$ cat config.mk
export PLATFORM = sky130hd
export DESIGN_NAME = regmap_bram_req_adapter
export DESIGN_NICKNAME = d
export VERILOG_FILES = /design/src/rtl/regmap_bram_req_adapter.sv
export SDC_FILE = /design/constraint.sdc
export NUM_CORES = 1
export LEC_CHECK = 0
export ABC_AREA = 1
export CORE_MARGIN = 2
export CORE_UTILIZATION = 34
export DETAILED_ROUTE_END_ITERATION = 8
export PLACE_DENSITY = 0.81
export SLEW_MARGIN = 20
export SYNTH_ARGS = -nofsm -noshare
export SYNTH_HDL_FRONTEND = slang
export SYNTH_SLANG_ARGS = --single-unit
export TNS_END_PERCENT = 50
$ cat constraint.sdc
create_clock -name clk_i -period 2.2 [get_ports clk_i]
set_clock_uncertainty 0.1 [all_clocks]
set_input_delay 0.44 -clock clk_i [delete_from_list [all_inputs] [get_ports clk_i]]
set_output_delay 0.44 -clock clk_i [all_outputs]
set_load 0.02 [all_outputs]
$ cat src/rtl/regmap_bram_req_adapter.sv
// -----------------------------------------------------------------------------
// regmap_bram_req_adapter
//
// Purpose:
//   Bridges 32-bit register-bus requests from the IOPMP regmap decoder onto the
//   regmap BRAM width converter. Each accepted request is range-checked and
//   alignment-checked against the BRAM window, turned into a single en/we word
//   access, and answered through a buffered response channel. Only one
//   transaction is in flight at a time.
//
// Ports:
//   clk_i, rst_ni         clock, asynchronous active-low reset
//   req_valid_i/ready_o   request handshake
//   req_write_i           1 = write, 0 = read
//   req_addr_i            byte address (BYTE_ADDR_W)
//   req_wdata_i           write data (DATA_W)
//   req_wstrb_i           byte strobes; writes must assert every strobe
//   rsp_valid_o/ready_i   response handshake
//   rsp_rdata_o           read data, 0 for writes and errors
//   rsp_error_o           request rejected or converter fault
//   en_o, we_o            converter access enable / write enable
//   addr_o                converter word index (WORD_ADDR_W)
//   din_o                 converter write data
//   dout_i, valid_i       converter read data and its valid flag
//   ready_i               converter can accept an access this cycle
// -----------------------------------------------------------------------------
module regmap_bram_req_adapter #(
  parameter int unsigned BASE_ADDR   = 0,
  parameter int unsigned BYTE_ADDR_W = 16,
  parameter int unsigned DATA_W      = 32,
  parameter int unsigned NUM_WORDS   = 128,
  parameter int unsigned WORD_ADDR_W = $clog2(NUM_WORDS)
) (
  input  logic                   clk_i,
  input  logic                   rst_ni,
  input  logic                   req_valid_i,
  output logic                   req_ready_o,
  input  logic                   req_write_i,
  input  logic [BYTE_ADDR_W-1:0] req_addr_i,
  input  logic [DATA_W-1:0]      req_wdata_i,
  input  logic [DATA_W/8-1:0]    req_wstrb_i,
  output logic                   rsp_valid_o,
  input  logic                   rsp_ready_i,
  output logic [DATA_W-1:0]      rsp_rdata_o,
  output logic                   rsp_error_o,
  output logic                   en_o,
  output logic                   we_o,
  output logic [WORD_ADDR_W-1:0] addr_o,
  output logic [DATA_W-1:0]      din_o,
  input  logic [DATA_W-1:0]      dout_i,
  input  logic                   valid_i,
  input  logic                   ready_i
);

  localparam int unsigned            BYTES_PER_WORD = DATA_W / 8;
  localparam int unsigned            OFF_SHIFT      = $clog2(BYTES_PER_WORD);
  localparam logic [63:0]            WINDOW_BYTES   = 64'(NUM_WORDS) * 64'(BYTES_PER_WORD);
  localparam logic [BYTE_ADDR_W-1:0] BASE           = BYTE_ADDR_W'(BASE_ADDR);
  localparam logic [BYTE_ADDR_W-1:0] ALIGN_MASK     = BYTE_ADDR_W'(BYTES_PER_WORD - 1);

  typedef enum logic [1:0] {
    S_IDLE,
    S_WAIT,
    S_RESP
  } state_t;

  state_t                   r_state;
  logic [DATA_W-1:0]        r_rdata;
  logic                     r_error;
  logic                     r_isWrite;

  state_t                   w_nextState;
  logic [DATA_W-1:0]        w_nextRdata;
  logic                     w_nextError;
  logic                     w_nextIsWrite;

  logic [BYTE_ADDR_W-1:0]   w_off;
  logic                     w_inRange;
  logic                     w_aligned;
  logic                     w_fullStrobe;
  logic                     w_legal;
  logic [WORD_ADDR_W-1:0]   w_index;

  // Request decode. The window size is compared in 64 bits so a window that
  // spans the whole byte-address space cannot wrap the comparison; an address
  // below BASE wraps w_off, which the explicit lower-bound term rejects.
  assign w_off        = req_addr_i - BASE;
  assign w_inRange    = (64'(w_off) < WINDOW_BYTES);
  assign w_aligned    = ((w_off & ALIGN_MASK) == '0);
  assign w_fullStrobe = req_write_i ? (&req_wstrb_i) : 1'b1;
  assign w_legal      = (req_addr_i >= BASE) && w_inRange && w_aligned && w_fullStrobe;
  assign w_index      = WORD_ADDR_W'(w_off >> OFF_SHIFT);

  assign rsp_valid_o  = (r_state == S_RESP);
  assign rsp_rdata_o  = r_rdata;
  assign rsp_error_o  = r_error;

  // State and response registers.
  always_ff @(posedge clk_i or negedge rst_ni) begin
    if (!rst_ni) begin
      r_state   <= S_IDLE;
      r_rdata   <= '0;
      r_error   <= 1'b0;
      r_isWrite <= 1'b0;
    end else begin
      r_state   <= w_nextState;
      r_rdata   <= w_nextRdata;
      r_error   <= w_nextError;
      r_isWrite <= w_nextIsWrite;
    end
  end

  // Next-state and converter drive. The converter access is issued
  // combinationally in the accept cycle so its two-stage pipeline delivers
  // read data exactly during WAIT; illegal requests skip WAIT entirely.
  always_comb begin
    w_nextState   = r_state;
    w_nextRdata   = r_rdata;
    w_nextError   = r_error;
    w_nextIsWrite = r_isWrite;
    req_ready_o   = 1'b0;
    en_o          = 1'b0;
    we_o          = 1'b0;
    addr_o        = '0;
    din_o         = '0;

    case (r_state)
      S_IDLE: begin
        req_ready_o = ready_i;
        if (req_valid_i && ready_i) begin
          if (w_legal) begin
            en_o          = 1'b1;
            we_o          = req_write_i;
            addr_o        = w_index;
            din_o         = req_wdata_i;
            w_nextIsWrite = req_write_i;
            w_nextState   = S_WAIT;
          end else begin
            w_nextRdata   = '0;
            w_nextError   = 1'b1;
            w_nextState   = S_RESP;
          end
        end
      end

      // A read without valid_i here means the converter broke its fixed
      // latency; report it rather than returning stale data.
      S_WAIT: begin
        if (r_isWrite) begin
          w_nextRdata = '0;
          w_nextError = 1'b0;
        end else if (valid_i) begin
          w_nextRdata = dout_i;
          w_nextError = 1'b0;
        end else begin
          w_nextRdata = '0;
          w_nextError = 1'b1;
        end
        w_nextState = S_RESP;
      end

      S_RESP: begin
        if (rsp_ready_i) begin
          w_nextRdata = '0;
          w_nextError = 1'b0;
          w_nextState = S_IDLE;
        end
      end

      default: begin
        w_nextState = S_IDLE;
      end
    endcase
  end

endmodule

# After elaboration in Yosys (flattened, before gate mapping)
# Index checks and enable logic that the tools add are counted.
[totals]
register_bits = 36
in_bits = 91
[classes]
n_lt_le_gt_ge = 2
n_eq_ne = 5
n_mux = 30
reduce_logical = 11
[ops]
columns = ["op", "count"]
rows = [
  ["32-bit 2-to-1 mux", 8],
  ["32-bit one-hot mux with 3 select lines", 1],
  ["7-bit 2-to-1 mux", 3],
  ["16-bit by 1-bit greater-or-equal comparator with 1-bit output (second input constant)", 1],
  ["16-bit logical NOT", 1],
  ["16-bit by 10-bit < comparator with 1-bit output (second input constant)", 1],
  ["1-bit 2-to-1 mux", 13],
  ["4-bit AND reduction", 2],
  ["2-bit 2-to-1 mux", 3],
  ["2-bit one-hot mux with 3 select lines", 1],
  ["1-bit logical AND", 4],
  ["2-bit != test (second input constant)", 2],
  ["1-bit one-hot mux with 3 select lines", 1],
  ["3-bit AND reduction", 1],
  ["3-bit nonzero test", 1],
  ["2-bit by 1-bit equality test with 1-bit output (second input constant)", 1],
  ["2-bit equality test (second input constant)", 1],
  ["2-bit logical NOT", 1],
  ["2-bit by 1-bit != test with 1-bit output (second input constant)", 1],
  ["2-bit AND reduction", 1],
]

# Longest topological paths before layout
[logic_depth]
depth_word = 7
mapped_depth = 10

# Worst setup path after synthesis
# OpenSTA, ideal clock, no wires.
[synth_timing]
path_kind = "in2out"
from = "input req_addr_i[14]"
to = "output addr_o[0]"
arrival_ns = 1.418
t_required_ns = 1.660
setup_slack_ns = 0.242
cell_stages = 6
path_buffers = 1
cell_sequence = "nor2_1 > nand3_1 > nor2_4 > nand4_1 > buf_2 > nor2_1"
[synth_between]
elab_chain_cells = 7
word_cells_on_any_way = 8
classes_between = "2 x order compare; 3 x mux; 3 x reduce/logical"
[synth_lines]
columns = ["item", "line", "text"]
rows = [
  ["start, declared", "39", "input logic [BYTE_ADDR_W-1:0] req_addr_i,"],
  ["16-bit by 1-bit greater-or-equal comparator with 1-bit output / 16-bit by 10-bit < comparator with 1-bit output (equally long branches)", "91, 88", ""],
  ["1-bit logical AND * (3 in a row)", "91", "assign w_legal = (req_addr_i >= BASE) && w_inRange && w_aligned && w_fullStrobe;"],
  ["7-bit 2-to-1 mux *", "131", "if (w_legal) begin"],
  ["7-bit 2-to-1 mux *", "130", "if (req_valid_i && ready_i) begin"],
  ["7-bit 2-to-1 mux *", "127", "case (r_state)"],
  ["end, declared", "48", "output logic [WORD_ADDR_W-1:0] addr_o,"],
]
# Every way passes the cells marked *; elsewhere a longest branch is shown, timed or not.

# Worst setup path after layout
[layout_timing]
from = "input ready_i"
to = "output din_o[7]"
[layout_between]
elab_chain_cells = 3
[layout_lines]
columns = ["item", "line", "text"]
rows = [
  ["start, declared", "52", "input logic ready_i"],
  ["1-bit logical AND", "130", ""],
  ["32-bit 2-to-1 mux", "130", ""],
  ["32-bit 2-to-1 mux", "127", ""],
  ["end, declared", "49", "output logic [DATA_W-1:0] din_o,"],
]
# No other way between the ends.

==> flow_metrics.env <==
export IMPL_outcome="complete, but fails checks"
export IMPL_violations="setup timing"
export IMPL_ys_ff_latch=36
export IMPL_syn_inst=347
export IMPL_dp_cells=586
export IMPL_yosys_area_top_type="dfrtp_1"
export IMPL_drcViolationCount=0
export IMPL_drive_above_1_share_pct=26.82
export IMPL_core_rowCount=29
export IMPL_rsz0062_at_grt="yes"
export IMPL_regToRegSetupSlack_ns=0.41
export IMPL_drv_cap=0
export IMPL_worstMarginPinSlew_ns=0.8024
export IMPL_syn_area_um2=2215
export IMPL_yosysTopAreaCellShare_pct=40.68
export IMPL_grt_max_degree=37
export IMPL_drtAntennaViolNets=0
export IMPL_instances_no_fill=614
export IMPL_critPathRequiredTime_ns=1.66
export IMPL_fin_crit_ns=2.225
export IMPL_synth_fp_nets=441
export IMPL_hold_worst_slack_ns=0.1371
export IMPL_crit_path_start="ready_i"
export IMPL_gp_congestion=0.7322
export IMPL_startpoint_type="primary input"
export IMPL_worstPathCellList="dlygate4sd2_1, nand2_1, inv_2, nand4_1, buf_6, buf_16, nor2_4, buf_6"
export IMPL_seqPwrFrac_pct=34.9
export IMPL_crit_family="buffers and inverters"
export IMPL_p_clk_share_pct=23.0
export IMPL_fin_area_um2=4648
export IMPL_hold_viol=0
export IMPL_die_area_um2=7175
export IMPL_setup_slack_ns=-0.02525
export IMPL_syn_avg_cell_area_um2=6.382
export IMPL_cp_depth=8
export IMPL_cpPeakStageDelay_ns=0.26
export IMPL_setup_viol=7
export IMPL_dpl_instance_area_um2=4013
export IMPL_antenna_found_initial=0
export IMPL_die_w_um=84.71
export IMPL_multi_input_area_um2=1224
export IMPL_cts_root_buf="clkbuf_8"
export IMPL_yosysUniqueCellTypes=17
export IMPL_max_clock_path_buffers=2
export IMPL_nNetsFinal=630
export IMPL_pwr_share_comb_pct=42.1
export IMPL_start_util_pct=35.08
export IMPL_cp_max_fo=5
export IMPL_first_global_vias=2692
export IMPL_clk_pin_slew_worst_paths_ns=0.07
export IMPL_dr_pass1_iters=4
export IMPL_core_area_um2=6314
export IMPL_switching_power_mw=0.7339
export IMPL_worstSetupPathType="primary input to output port"
export IMPL_seq_area_frac_synth_pct=40.68
export IMPL_antenna_cells=0
export IMPL_grt_pass1_wl_um=12890
export IMPL_cts_sinks=36
export IMPL_crit_top_cell="buf_6"
export IMPL_path_buf_inv=5
export IMPL_htreeDepth=2
export IMPL_drt_total_wl_um=9419
export IMPL_areaGrowthSynthToFinish_pct=109.9
export IMPL_reg2reg_from="r_state[1]"
export IMPL_seqCellArea_um2=900.9
export IMPL_r2r_end="rsp_rdata_o[20]"
export IMPL_ctsHoldBuffers=0
export IMPL_p_total_mw=1.988
export IMPL_viasPerCell=4.560
export IMPL_relSlewSlack_pct=46.50
export IMPL_io_buffers=166
export IMPL_cts_buffers=5
export IMPL_power_density_nw_per_um2=427.7
export IMPL_timing_final_crit_share_pct=101.1
export IMPL_hpwl_um=5555
export IMPL_synthTopCellsByArea="dfrtp_1 (41%), inv_1 (14%), nand2_1 (14%)"
export IMPL_dp_slack_ns=-0.7266
export IMPL_drt_iter0_markers=98
export IMPL_p_int_mw=1.254
export IMPL_drv_slew=0
export IMPL_wl_per_cell_um=15.34
export IMPL_post_route_util_pct=73.62
export IMPL_gr_usage_all_layers_pct=22.14
export IMPL_peakVddDrop_uv=371.6
export IMPL_rr_worst_depth=9
export IMPL_switching_share_pct=36.92
export IMPL_insertion_delay_ns=0.27
export IMPL_grt_overflow=0
export IMPL_cp_slowest_cell="dlygate4sd2_1"
export IMPL_ios=167
export IMPL_die_y_um=84.71
export IMPL_fillers=438
export IMPL_route_vias_total=2800
export IMPL_cts_tree="done"
export IMPL_max_freq_mhz=449.4
export IMPL_synth_warnings=0
export IMPL_final_common_cell="clkdlybuf4s50_1"
export IMPL_hold_class="primary input to async pin"
export IMPL_p_leak_nw=2.486
export IMPL_arrival_ns=1.69
export IMPL_end_kind="output port"
export IMPL_endpoint="din_o[7]"
export IMPL_tns_ns=-0.1027
export IMPL_final_cell_mix="clkdlybuf4s50_1 (106), nand2_1 (80), inv_1 (79)"
power by group through the flow:
| stage | Clock (mW) | Sequential (mW) | Combinational, mW |
|---|---|---|---|
| 5_1_grt | 0.502 | 0.695 | 0.905 |
| 4_1_cts | 0.474 | 0.691 | 0.753 |
| 6_report | 0.458 | 0.694 | 0.836 |
| 3_5_place_dp | 0 | 0.704 | 0.765 |
| 2_1_floorplan | 0 | 0.713 | 0.405 |
| 3_3_place_gp | 0 | 0.702 | 0.760 |
cells in the mapped netlist, drive strengths merged:
master  count
nor2       83
inv        82
nand2      82
dfrtp      36
nand3      35
buf        11
clkbuf      6
o21ai       4
ha          3
nand4       2
a21boi      1
and2        1
nand3b      1
per-layer routing:
metal / GRT usage [%] / share of wire [%] / vias up
met5: 0 / 0 / -
met2: 42.52 / 56 / 117
met1: 24.89 / 37 / 1289
met3: 4.621 / 5.3 / 20
li1: - / - / 1374
met4: 4.906 / 2.1 / 0
timing repair:
item,4_1_cts,5_1_grt
endpoints found under the setup margin,43,42
hold endpoints to repair,0,0
setup buffers,12,3
gates cloned,5,2
gates resized for setup,264,105
pin swaps,13,11
final cells by class:
class | count | share of cell area, %
tap | 77 | 2.073
clock inverter | 1 | 0.1884
timing repair buffer | 199 | 43.77
sequential | 36 | 19.38
clock buffer | 7 | 1.642
inverter | 82 | 6.622
multi-input combinational | 212 | 26.33
state kept, by name, indices dropped and copies added (netlist names):
signal and flops:
r_isWrite 1, r_state 2, rsp_error_o 1, rsp_rdata_o 32
kinds of logic (layout without fill, tap and decap cells):
group / after synthesis / after routing / share of synthesized area, %
AND/OR/NAND/NOR: 204 / 204 / 38.64
buffers and inverters: 99 / 289 / 17.40
flip-flops: 36 / 36 / 40.68
AO/OA/AOI/OAI: 5 / 5 / 1.582
adder cells (fa/ha/maj): 3 / 3 / 1.695
worst min-delay path by stage:
stage	to	depth (start not counted)
after detailed placement	rsp_rdata_o[31]	2
after floorplan	r_isWrite	0
after global placement	rsp_rdata_o[31]	2
after CTS	rsp_rdata_o[15]	1
after global routing	rsp_rdata_o[19]	1
final	rsp_rdata_o[19]	1
(Power assumes the default switching activity.)
